==> src/rtl/loop_index_engine.sv <==
// loop_index_engine: nested-loop index/address sequencer with a valid/advance handshake.
// Define LOOP_INDEX_ABORT_EN to let abort end a running sweep early.
module loop_index_engine #(
  parameter int WIDTH  = 8,
  parameter int LEVELS = 3
) (
  input  logic                    Clk,
  input  logic                    Rst_n,
  input  logic                    start,
  input  logic [LEVELS*WIDTH-1:0] limit,
  input  logic [LEVELS*WIDTH-1:0] stride,
  input  logic [WIDTH-1:0]        base,
  input  logic                    advance,
  input  logic                    abort,
  output logic [LEVELS*WIDTH-1:0] idx,
  output logic [WIDTH-1:0]        addr,
  output logic [LEVELS-1:0]       last,
  output logic                    valid,
  output logic                    busy,
  output logic                    done
);
  typedef enum logic [1:0] {IDLE, RUN, DONE} state_t;
  state_t            state;
  logic [WIDTH-1:0]  lim [LEVELS];
  logic [WIDTH-1:0]  str [LEVELS];
  logic [WIDTH-1:0]  cur [LEVELS];
  logic [WIDTH-1:0]  nxt [LEVELS];
  logic [WIDTH-1:0]  bas;
  logic [WIDTH-1:0]  sum;
  logic [LEVELS-1:0] at_end;
  logic              wrap_all;
  logic              any_zero;
  logic              kill;
`ifdef LOOP_INDEX_ABORT_EN
  assign kill = abort;
`else
  logic unused_abort;
  assign unused_abort = abort;
  assign kill = 1'b0;
`endif
  always_comb begin
    any_zero = 1'b0;
    for (int l = 0; l < LEVELS; l++) any_zero = any_zero | (limit[l*WIDTH +: WIDTH] == '0);
  end
  // Ripple carry: wrap_all survives only while every lower level sits at its last index.
  always_comb begin
    wrap_all = 1'b1;
    at_end = '0;
    for (int l = 0; l < LEVELS; l++) begin
      at_end[l] = cur[l] == lim[l] - WIDTH'(1);
      nxt[l] = wrap_all ? (at_end[l] ? '0 : cur[l] + WIDTH'(1)) : cur[l];
      wrap_all = wrap_all & at_end[l];
    end
  end
  always_comb begin
    sum = bas;
    idx = '0;
    for (int l = 0; l < LEVELS; l++) begin
      sum = sum + cur[l] * str[l];
      idx[l*WIDTH +: WIDTH] = cur[l];
    end
    addr = valid ? sum : '0;
    last = valid ? at_end : '0;
  end
  always_ff @(posedge Clk or negedge Rst_n) begin
    if (!Rst_n) begin
      state <= IDLE;
      valid <= 1'b0;
      busy  <= 1'b0;
      done  <= 1'b0;
      bas   <= '0;
      for (int l = 0; l < LEVELS; l++) begin
        lim[l] <= '0;
        str[l] <= '0;
        cur[l] <= '0;
      end
    end else begin
      case (state)
        IDLE: begin
          done <= 1'b0;
          if (start) begin
            for (int l = 0; l < LEVELS; l++) begin
              lim[l] <= limit[l*WIDTH +: WIDTH];
              str[l] <= stride[l*WIDTH +: WIDTH];
              cur[l] <= '0;
            end
            bas   <= base;
            busy  <= 1'b1;
            state <= any_zero ? DONE : RUN;
            done  <= any_zero;
            valid <= !any_zero;
          end
        end
        RUN: begin
          if (kill) begin
            state <= IDLE;
            valid <= 1'b0;
            busy  <= 1'b0;
            for (int l = 0; l < LEVELS; l++) cur[l] <= '0;
          end else if (advance) begin
            for (int l = 0; l < LEVELS; l++) cur[l] <= nxt[l];
            if (wrap_all) begin
              state <= DONE;
              valid <= 1'b0;
              done  <= 1'b1;
            end
          end
        end
        DONE: begin
          state <= IDLE;
          done  <= 1'b0;
          busy  <= 1'b0;
        end
        default: begin
          state <= IDLE;
          valid <= 1'b0;
          busy  <= 1'b0;
          done  <= 1'b0;
        end
      endcase
    end
  end
endmodule

==> config.mk <==
export PLATFORM = sky130hd
export DESIGN_NAME = loop_index_engine
export DESIGN_NICKNAME = d
export VERILOG_FILES = /design/src/rtl/loop_index_engine.sv
export SDC_FILE = /design/constraint.sdc
export NUM_CORES = 1
export LEC_CHECK = 0
export CAP_MARGIN = 30
export CORE_ASPECT_RATIO = 1.25
export CORE_MARGIN = 5
export CORE_UTILIZATION = 51
export CTS_BUF_LIST = sky130_fd_sc_hd__clkbuf_4
export CTS_CLUSTER_SIZE = 10
export DETAILED_ROUTE_END_ITERATION = 16
export MAX_ROUTING_LAYER = met4
export PLACE_DENSITY = 0.75
export SLEW_MARGIN = 20
export SYNTH_ARGS = -nofsm -noshare
export SYNTH_HDL_FRONTEND = slang
export SYNTH_SLANG_ARGS = --single-unit
==> constraint.sdc <==
create_clock -name Clk -period 15.53 [get_ports Clk]
set_input_delay 3.106 -clock Clk [delete_from_list [all_inputs] [get_ports Clk]]
set_output_delay 3.106 -clock Clk [all_outputs]
set_load 0.05 [all_outputs]
# Yosys cells after proc, flatten, opt, wreduce, memory -nomap -nowiden
# Index checks and enable logic that the tools add are counted.
# classes
n_reduce_logical	14
multipliers	3
n_bitwise	6
eq_ne	10
addsub	9
mux	25
# op_table
op	n
2-to-1 mux 24 bit	2
2-to-1 mux 8 bit	6
case mux 24 bit (2 select lines)	1
adder 8 x 1 -> 8 bit, second input constant	3
adder 8 bit	3
== test 8 bit	3
logical NOT 8 bit	3
multiplier 8 x 8 -> 8 bit	3
subtractor 8 x 1 -> 8 bit, second input constant	3
AND reduction 4 bit	3
!= test 2 bit, second input constant	5
2-to-1 mux 2 bit	4
2-to-1 mux 1 bit	7
AND reduction 2 bit	3
AND reduction 3 bit	2
case mux 1 bit (2 select lines)	2
case mux 2 bit (2 select lines)	1
2-to-1 mux 3 bit	1
case mux 1 bit (3 select lines)	1
AND 1 bit	2
== test 2 x 1 -> 1 bit, second input constant	1
== test 2 bit, second input constant	1
logical NOT 2 bit	1
NOT 1 bit	2
3 further kinds	4
# word_totals
regBits	85
wordCells	81

# Logic depth before layout (Yosys ltp)
# depth
depth_word	7
depth_mapped	22
depth_no_buf	20

# Least setup slack after synthesis
# No wires, ideal clock.
# synth_timing
path_kind	reg2out
startpoint	register cur, in the netlist idx[18]
endpoint	output addr[7]
stages_incl_launch_ff	23
required_ns	12.424
t_arrival_ns	6.634
n_path_buf	2
slack_ns	5.790
cell_sequence	dfrtp_1 clkbuf_1 clkbuf_1 nand2_1 fa_1 inv_1 ha_1 inv_1 fa_1 fa_1 inv_1 fa_1 fa_1 inv_1 fa_1 inv_1 ha_1 a21oi_1 o21bai_1 a21oi_1 xnor2_1 xnor3_1 nor2_1
# synth_via
elab_chain_cells	3
# synth_rtl
item	line	source
start: declaration	26	logic [WIDTH-1:0] cur [LEVELS];
start signal: indexed assignment	75	cur[l] <= '0;
start signal: indexed assignment	85	cur[l] <= '0;
multiplier 8 x 8 -> 8 bit	59	sum = sum + cur[l] * str[l];
adder 8 bit	59	
2-to-1 mux 8 bit	62	addr = valid ? sum : '0;
end: declaration	16	output logic [WIDTH-1:0] addr,
# No other way between the ends.

# Worst setup path in the final report
# Same ends and word-level chain as after synthesis.

==> results.md <==
- The number of flops mapped to enable cells by yosys is 0.
- Of the total power, the clock network draws 0.066.
- Routability-driven placement finished with a final weighted congestion of around 0.84.
- From synthesis to final layout, the design area changed by 15.6%.
- The worst setup path is captured at an output pin.
- The period utilization is 0.671.
- At the later pin of the worst-skew pair, clock insertion delay measures between 0.4 and 0.5 ns.
- The total clock buffers created by CTS is 9.
- The leakage power is 4.07 nW.
- The number of iterations in the first detailed-routing pass is 5.
- Summing all multi-input logic gate instances after layout gives 4980 µm².
- After detailed routing, the number of remaining DRC violations is 0.
- The number of design-rule violations left by the first detailed-router iteration is between 200 and 300.
- The tool flagged a number of max-cap violations equal to 0.
- Buffers inserted to repair hold after CTS numbered 0.
- The commonest cells after synthesis are 221 x sky130_fd_sc_hd__nand2_1, 109 x sky130_fd_sc_hd__inv_1, 85 x sky130_fd_sc_hd__dfrtp_1.
- The pin count of the biggest net entering global routing is 64.
- The flow ran to the end, and the final reports show no timing, DRC or antenna violations.
- The number of nets in the synthesized netlist is about 1,100.
- The worst hold path terminates at str[15]$_DFFE_PN0P_.
- The final count of hold timing violations is 0.
- The floorplan step defined a core boundary enclosing 14,900 µm².
- By area the synthesized netlist is led by sky130_fd_sc_hd__dfrtp_1 28%, sky130_fd_sc_hd__fa_1 15%, sky130_fd_sc_hd__nand2_1 11%, sky130_fd_sc_hd__ha_1 9.6%, sky130_fd_sc_hd__xnor2_1 6.9%.
- The die height is 147 µm.
- The net switching fraction of the power is 0.517.
- The cell internal power dissipation is 821 µW.
- The cell that appears most often on the critical path is sky130_fd_sc_hd__fa_1.
- For this configuration, the core starts out at a cell density of 0.515.
- Static timing analysis puts the maximum clock frequency at approximately 96 MHz.
- The cell class contributing the biggest share of worst-path delay is adder cells.
- Row generation in the floorplan step produced 50 rows.
- STA puts the critical path data required time at about 12 ns.
- After detailed routing, the average wire length per cell comes to approximately 15 µm.
- The via count of the first global-routing pass is about 6,300.
- The number of fillers in the final layout is 1,344.
- The share of Yosys cell area claimed by the top area cell type is 0.277.
- The global-route wire length before repair is 29,700 µm.
- The hold slack is around 0.5 ns.
- The slew at the pin with the worst max-slew slack is approximately 0.78 ns.
- The worst-case IR drop observed on VDD is around 0.16 mV.
- After clock tree synthesis, the clock-pin slew on the worst setup and hold paths is 0.14 ns.
- The critical path goes through nand2_1, fa_1, inv_1, ha_1, inv_1, fa_1, fa_1, inv_1, fa_1, fa_1, inv_1, fa_1, inv_1, ha_1, a21oi_1, o21bai_1, a21oi_1, xnor2_1, xnor3_1, nor2_1, clkdlybuf4s50_1.
- In this run the most critical hold path is launched from str[15]$_DFFE_PN0P_.
- Setup violations remaining at the end of the flow were counted as 0.
- Summing over every cut layer, the via total after detailed routing is roughly 6,100.
- For this run, asynchronously set or reset flops after synthesis account for 1.00.
- The share of total power dissipated in combinational logic is 0.683.
- After synthesis the cells add up to about 7700 µm².
- The clock skew after layout is around 0.021 ns.
- At the worst endpoint, the arrival time is 7.31 ns.
- The proportion of power drawn by flip-flops and latches is 0.251.
- The unique cell type count in the Yosys netlist is 59.
- The endpoint identified for the worst register-to-register timing path is idx[19]$_DFFE_PN0P_.
- The clock tree from TritonCTS is done.
- The detail route stage leaves a number of antenna-violating nets equal to 0.
- Using the TritonRoute via totals, the vias-per-cell ratio works out to about 5.3.
- In this run the power spent charging and discharging nets is just under 900 µW.
- Yosys instantiated no cell more often than sky130_fd_sc_hd__nand2_1.
- The start-to-end type of the worst setup path is reg2out.
- Counting flops and latches in the post-synthesis netlist gives 85.
- The synthesized area divided by synthesized cell count is approximately 8.5 µm².
- The maximum level of the CTS H-tree is 3.
- The number of gates resized after CTS was 0.
- The maximum cell stage delay along the critical path is 0.81 ns.
- Pin placement for this block handled 99 I/O pins.
- The path type of the worst min-delay path is reg2reg.
- The headroom to the max-slew limit is 0.483.
- The startpoint identified for the worst register-to-register timing path is lim[18]$_DFFE_PN0P_.
- The number of clock sinks seen by CTS is 85.
- For this design the ratio of total power to cell area is between 150 and 200 nW/µm².
- The fraction of final layout cells sized beyond drive strength 1 is 0.0328.
- Across every metal layer, demand over resource in global routing totals 0.214.
- Measured along the x axis, the die boundary spans approximately 120 µm.
- In this run the register-to-register setup slack is about 13 ns.
- For this run the aggregate overflow at the end of global routing stands at 0.
- The number of buffers and inverters on the critical path is 6.
- For this block, the routed nets add up to 17,400 µm of wire.
- The count of buffers from port buffering is between 90 and 100.
- The number of pins exceeding their max-slew limit in the final report came to 0.
- The cell sitting at the root of the clock tree is a sky130_fd_sc_hd__clkbuf_4.
- Summed over all instances, the cell type with the most area after synthesis is sky130_fd_sc_hd__dfrtp_1.
- Across the whole layout, storage elements account for 2130 µm².
- After layout, the minimum clock period comes to 10.42 ns.
- The instance count of the mapped netlist is 901.
- The depth of the worst register-to-register path is 7.
- The final layout contains 1,148 nets.
- STA classifies the critical path startpoint as a flop.
- The buffers inserted during post-CTS setup optimization is 0.
- The HPWL after detailed placement is between 10,000 and 15,000 µm.
- Setup repair after global routing left no endpoint under its margin.
- Among all flip-flop cells after synthesis, the most frequent one is sky130_fd_sc_hd__dfrtp_1.
- The largest driver fanout on the critical path is 16.
- The initial antenna violation count is 1.
- The sequential share of the synthesized area is 0.277.
- The number of instances on the worst hold path is 2.
- For this design, the slowest cell found on the critical path is sky130_fd_sc_hd__clkdlybuf4s50_1.
- The total negative setup slack is 0 ns.
- During synthesis, Yosys emitted a total of 0 warnings.
- The maximum root-to-sink buffer count is 2.
- The die covers roughly 18,000 µm².
power groups by stage:
| stage | Combinational [mW] | Clock, mW | Sequential [mW] |
|---|---|---|---|
| 2_1_floorplan | 0.880 | 0 | 0.409 |
| 3_3_place_gp | 1.14 | 0 | 0.427 |
| 3_5_place_dp | 1.17 | 0 | 0.430 |
| 4_1_cts | 1.18 | 0.117 | 0.425 |
| 5_1_grt | 1.31 | 0.125 | 0.444 |
| 6_report | 1.16 | 0.113 | 0.426 |
worst min-delay path: cells and delay by family (launching register included):
kind | cells | cell delay, ns
DFF | 1 | 0.37
and+or+nand+nor | 2 | 0.11
sequential cells by signal, summed over array words and instances (netlist names):
name / flops
idx: 24
lim: 24
str: 24
bas: 8
state: 2
busy: 1
done: 1
valid: 1
layout make-up:
type / instances / area share
Sequential cell: 85 / 0.240
Antenna cell: 1 / 0.000282
Clock buffer: 11 / 0.00932
Inverter: 109 / 0.0462
Tap cell: 182 / 0.0257
Clock inverter: 5 / 0.00311
Timing Repair Buffer: 100 / 0.113
Multi-Input combinational cell: 666 / 0.562
per-stage QoR:
stage | util | setup WS [ns] | power [mW] | cell area [µm²] | instances
floorplan | - | 5.79 | 1.29 | 7670 | 901
global placement | 0.586 | 5.70 | 1.56 | 8730 | 1141
detailed placement | 0.588 | 5.60 | 1.60 | 8750 | 1142
CTS | 0.595 | 5.10 | 1.72 | 8860 | 1158
global route | 0.595 | 4.79 | 1.88 | 8860 | 1159
finish | 0.595 | 5.11 | 1.70 | 8860 | 1159
worst max path at each step:
stage / from / to / cells after the start
after floorplan: idx[18]$_DFFE_PN0P_ / addr[7] / 22
after global placement: idx[16]$_DFFE_PN0P_ / addr[7] / 20
after detailed placement: idx[18]$_DFFE_PN0P_ / addr[7] / 21
after CTS: idx[18]$_DFFE_PN0P_ / addr[7] / 21
after global routing: idx[18]$_DFFE_PN0P_ / addr[7] / 21
final: idx[18]$_DFFE_PN0P_ / addr[7] / 21
layout by cell type (no fill, tap or decap), types with 3 or more instances in the layout:
master,synthesis,final
sky130_fd_sc_hd__clkbuf_4,0,11
sky130_fd_sc_hd__nand3_1,12,12
sky130_fd_sc_hd__o21ai_0,28,28
sky130_fd_sc_hd__or3_1,5,5
sky130_fd_sc_hd__a22o_1,5,5
sky130_fd_sc_hd__or4_1,8,8
sky130_fd_sc_hd__inv_1,109,109
sky130_fd_sc_hd__xor2_1,15,15
sky130_fd_sc_hd__and2_1,62,62
sky130_fd_sc_hd__nor3_1,7,7
sky130_fd_sc_hd__dfrtp_1,85,85
sky130_fd_sc_hd__nor4_1,10,10
sky130_fd_sc_hd__a21o_1,6,6
sky130_fd_sc_hd__clkdlybuf4s50_1,0,96
sky130_fd_sc_hd__nand2b_1,7,6
sky130_fd_sc_hd__fa_1,57,57
sky130_fd_sc_hd__nand2_1,221,221
sky130_fd_sc_hd__nor2b_1,3,3
sky130_fd_sc_hd__o31ai_1,9,9
sky130_fd_sc_hd__ha_1,59,59
sky130_fd_sc_hd__nor2_1,29,28
sky130_fd_sc_hd__a211oi_1,3,3
sky130_fd_sc_hd__a21oi_1,12,12
sky130_fd_sc_hd__o211ai_1,6,6
sky130_fd_sc_hd__buf_4,1,3
sky130_fd_sc_hd__xnor2_1,60,60
sky130_fd_sc_hd__and3_1,3,3
sky130_fd_sc_hd__nand4_1,3,3
metal layers:
layer / track usage / share of wire
met1: 0.256 / 0.41
met2: 0.376 / 0.53
met3: 0.0258 / 0.033
met4: 0.0734 / 0.031
met5: - / 0
kinds of logic (layout without fill, tap and decap cells):
| family | count (synthesis) | count (layout) | synth area share |
|---|---|---|---|
| and+or+nand+nor | 381 | 381 | 0.230 |
| buffers and inverters | 150 | 225 | 0.0742 |
| adders and majority gates | 116 | 116 | 0.245 |
| AOI/OAI and AO/OA | 91 | 91 | 0.0816 |
| DFF | 85 | 85 | 0.277 |
| xor gates and xnor gates | 76 | 76 | 0.0886 |
| muxes | 2 | 2 | 0.00277 |
| other | 0 | 1 | 0 |
No activity file was read; power rests on OpenSTA's default activity.
